===== config.mk =====
export PLATFORM = sky130hd
export DESIGN_NAME = reg_file
export DESIGN_NICKNAME = d
export VERILOG_FILES = /design/src/rtl/reg_file.sv
export SDC_FILE = /design/constraint.sdc
export NUM_CORES = 2
export LEC_CHECK = 0
export BUFFER_PORTS_ARGS = -buffer_cell sky130_fd_sc_hd__buf_2
export CORE_MARGIN = 1
export CORE_UTILIZATION = 48
export DETAILED_ROUTE_END_ITERATION = 16
export GPL_TIMING_DRIVEN = 0
export PLACE_DENSITY = 0.65
export REMOVE_ABC_BUFFERS = 1
export SETUP_SLACK_MARGIN = 0.5
export SLEW_MARGIN = 25
export SYNTH_ARGS = -nofsm -noshare
export SYNTH_HDL_FRONTEND = slang
export SYNTH_SLANG_ARGS = --single-unit

===== constraint.sdc =====
create_clock -name clk -period 3.5 [get_ports clk]
set_input_delay 0.35 -clock clk [delete_from_list [all_inputs] [get_ports clk]]
set_output_delay 0.35 -clock clk [all_outputs]
set_load 0.02 [all_outputs]

===== src/rtl/reg_file.sv =====
// reg_file: RV32I integer register file, two combinational read ports and one synchronous write port.
// x0 is never written and always reads zero; reads return the pre-edge value during a write.
module reg_file #(
    parameter int XLEN  = 32,
    parameter int NREGS = 32,
    localparam int AW   = $clog2(NREGS)
) (
    input  logic            clk,
    input  logic            rst,
    input  logic            we3,
    input  logic [AW-1:0]   a1,
    input  logic [AW-1:0]   a2,
    input  logic [AW-1:0]   a3,
    input  logic [XLEN-1:0] wd3,
    output logic [XLEN-1:0] rd1,
    output logic [XLEN-1:0] rd2
);
    logic [XLEN-1:0] regs [NREGS];

    always_ff @(posedge clk) begin
        if (rst) begin
            for (int i = 0; i < NREGS; i++) regs[i] <= '0;
        end else if (we3 && a3 != '0) begin
            regs[a3] <= wd3;
        end
    end

    assign rd1 = (a1 == '0) ? '0 : regs[a1];
    assign rd2 = (a2 == '0) ? '0 : regs[a2];
endmodule


==> metrics.md <==
| Metric | Value |
|---|---|
| Post-DP Area | `0.0578 mm2` |
| Seq/Total Area, Yosys | `0.567` |
| Synth cell types | `42` |
| Final Util | `0.567` |
| Slew @ Worst Pin | `1.17 ns` |
| Critical path cell sequence | `buf_8 > buf_16 > buf_16 > or3_4 > buf_4 > o22ai_1 > a2111oi_4 > nor3_1 > buf_2` |
| Commonest non-fill, non-tap cell in the layout | `edfxtp_1` |
| Die width | `338 um` |
| Row cnt | `122` |
| P_leak | `21.9 nW` |
| Peak Freq | `331 MHz` |
| Post-Syn Area | `0.0543 mm2` |
| Fin area | `0.0632 mm2` |
| Min cycle time layout | `3.02 ns` |
| Initial DRC Count | `5630` |
| Final Hold Fails | `0` |
| Most frequent cells in the layout | `1024 x edfxtp_1, 994 x and2_1, 472 x mux4_2, 150 x mux2i_1, 116 x clkbuf_16` |
| GP Congestion | `0.797` |
| CP bufs+invs | `5` |
| H-tree levels | `3` |
| Fin crit share | `0.862` |
| Fin worst setup slack | `0.483 ns` |
| Clk slew on worst S/H paths | `0.06 ns` |
| Die Y | `338 um` |
| Largest net degree at the start of global routing | `60` |
| Sw frac | `0.251` |
| Gr ovfl total | `0` |
| Top FF cell, synth | `edfxtp_1` |
| Outcome | `finished, final reports clean` |
| I/O Pins | `114` |
| Design Power | `0.0301 W` |
| Max stage delay on crit path | `0.44 ns` |
| Clock share of power | `0.387` |
| HP Class | `in -> reg` |
| Synth-to-Final Area Change | `16.5%` |
| Total Routing Usage GR | `0.336` |
| Max-cap violations | `0` |
| Num CTS Buffers | `111` |
| Global-route wire length before repair | `267000 um` |
| Seq cells post-synth | `1024` |
| Critical path's slowest cell | `or3_4` |
| Sequential power share | `0.482` |
| Internal | `0.0225 W` |
| Endpoints failing setup | `0` |
| Mapped Cells | `3502` |
| Initial antenna violation count | `11` |
| Most common cell on crit path | `buf_16` |
| Class of the most critical setup path | `in -> out` |
| Critical path data arrival time | `2.67 ns` |
| Worst VDD drop | `357 uV` |
| Yosys warns | `0` |
| Clock root buffer | `clkbuf_16` |
| Detailed Place HPWL | `108000 um` |
| FFs w/ async S/R, synth | `0` |
| DRC viols | `0` |
| Port buffer count | `113` |
| Critical Path RT | `3.15 ns` |
| Final WL | `194000 um` |
| Critical Path End Type | `primary output` |
| PD cells | `477 mW/mm2` |
| CP Depth | `9` |
| Slew headroom | `0.220` |
| Combinational group share of total power | `0.130` |
| Vias in the first global route | `34900` |
| Pre-CTS setup slack | `-0.616 ns` |
| Largest register by flop count | `regs` |
| Slew Viols, Final | `0` |
| Antenna-violating nets left | `0` |
| Unrepaired setup endpoints after global routing | `true` |
| Fin nets | `3617` |
| Layout cells sized above 1 | `0.299` |
| Mean Syn Cell Area | `15.5 um2` |
| Via density | `6.81` |
| Fillers | `8473` |
| Top Registers | `regs: 1024 flops` |
| CP Launch Type | `input port` |
| EDFF count, synth | `1024` |
| Hold_ws | `0.156 ns` |
| Largest register FFs | `1024` |
| Starting density of the core | `0.487` |
| Routed len/inst | `37.6 um` |
| Max Buffers Root-to-Sink | `3` |
| Routed via count | `35100` |
| Die area | `0.114 mm2` |
| Clock Sinks | `1024` |
| Total core area | `0.111 mm2` |
| CTS tree | `yes` |
| Psw | `0.00758 W` |
| Critical Path Fanout Max | `19` |
| Drt first pass iters | `5` |
| CP top delay family | `buffers and inverters` |
| Worst hold stages | `2` |
## worst paths after layout
check / slack, ns / start / to
max: 0.48 / a2[2] / rd2[31]
min: 0.16 / rst / regs[0][9]
## stage by stage
step	instances	TNS [ns]
3_5_place_dp	4852	-303.55
5_1_grt	5147	0
4_1_cts	5136	0
3_3_place_gp	4747	-6187.46
6_report	5151	0
2_1_floorplan	3146	-19.34
## synthesized netlist by cell type (36+ instances only)
cell,instances,area (um2)
edfxtp_1,1024,30700
mux2i_1,150,1500
o22ai_1,103,644
a2111oi_1,41,410
nor3_1,54,270
buf_2,46,230
a22o_1,51,447
buf_4,38,285
and2_1,995,6220
nor2_1,36,135
mux4_2,472,10600
clkbuf_1,271,1020
## power by group through the flow
| stage | Combinational (W) | Clock, W | Sequential, W |
|---|---|---|---|
| floorplan | 0.00188 | 0 | 0.0146 |
| finish | 0.00393 | 0.0117 | 0.0145 |
| global placement | 0.00366 | 0 | 0.0147 |
| CTS | 0.00382 | 0.0117 | 0.0145 |
| detailed placement | 0.00350 | 0 | 0.0148 |
| global route | 0.00404 | 0.0122 | 0.0146 |
## final cells by class
| cell class | instances | area, um2 | area share |
|---|---|---|---|
| timing repair buffer | 299 | 4330 | 0.0685 |
| clock inverter | 63 | 538 | 0.00851 |
| clock buffer | 139 | 2990 | 0.0473 |
| sequential | 1024 | 30700 | 0.486 |
| tap | 1488 | 1860 | 0.0295 |
| multi-input combinational | 2129 | 22700 | 0.359 |
| antenna | 7 | 17.5 | 0.000277 |
| inverter | 2 | 12.5 | 0.000198 |
## routing by layer
layer / GRT usage / wire length, um
met2: 0.525 / 89800
met3: 0.0856 / 24100
met1: 0.440 / 69700
met5: 0 / 39
met4: 0.163 / 10200
## cells by family after synthesis
family / count (synthesis) / synth area share
AOI/OAI and AO/OA: 259 / 0.0365
and+or+nand+nor: 1177 / 0.133
buffers and inverters: 389 / 0.0335
muxes: 652 / 0.230
DFF: 1024 / 0.567
other: 1 / 0.0000691
## repair_timing
item / in CTS / in global routing
hold endpoints to repair: 1 / 3
resized for setup: 65 / 38
pin swaps: 19 / 3
buffers inserted: 43 / 5
hold buffers: 3 / 2
cloned: 36 / 1
setup endpoints to repair: 677 / 83
Note: power is estimated with default switching activity, not from simulation.
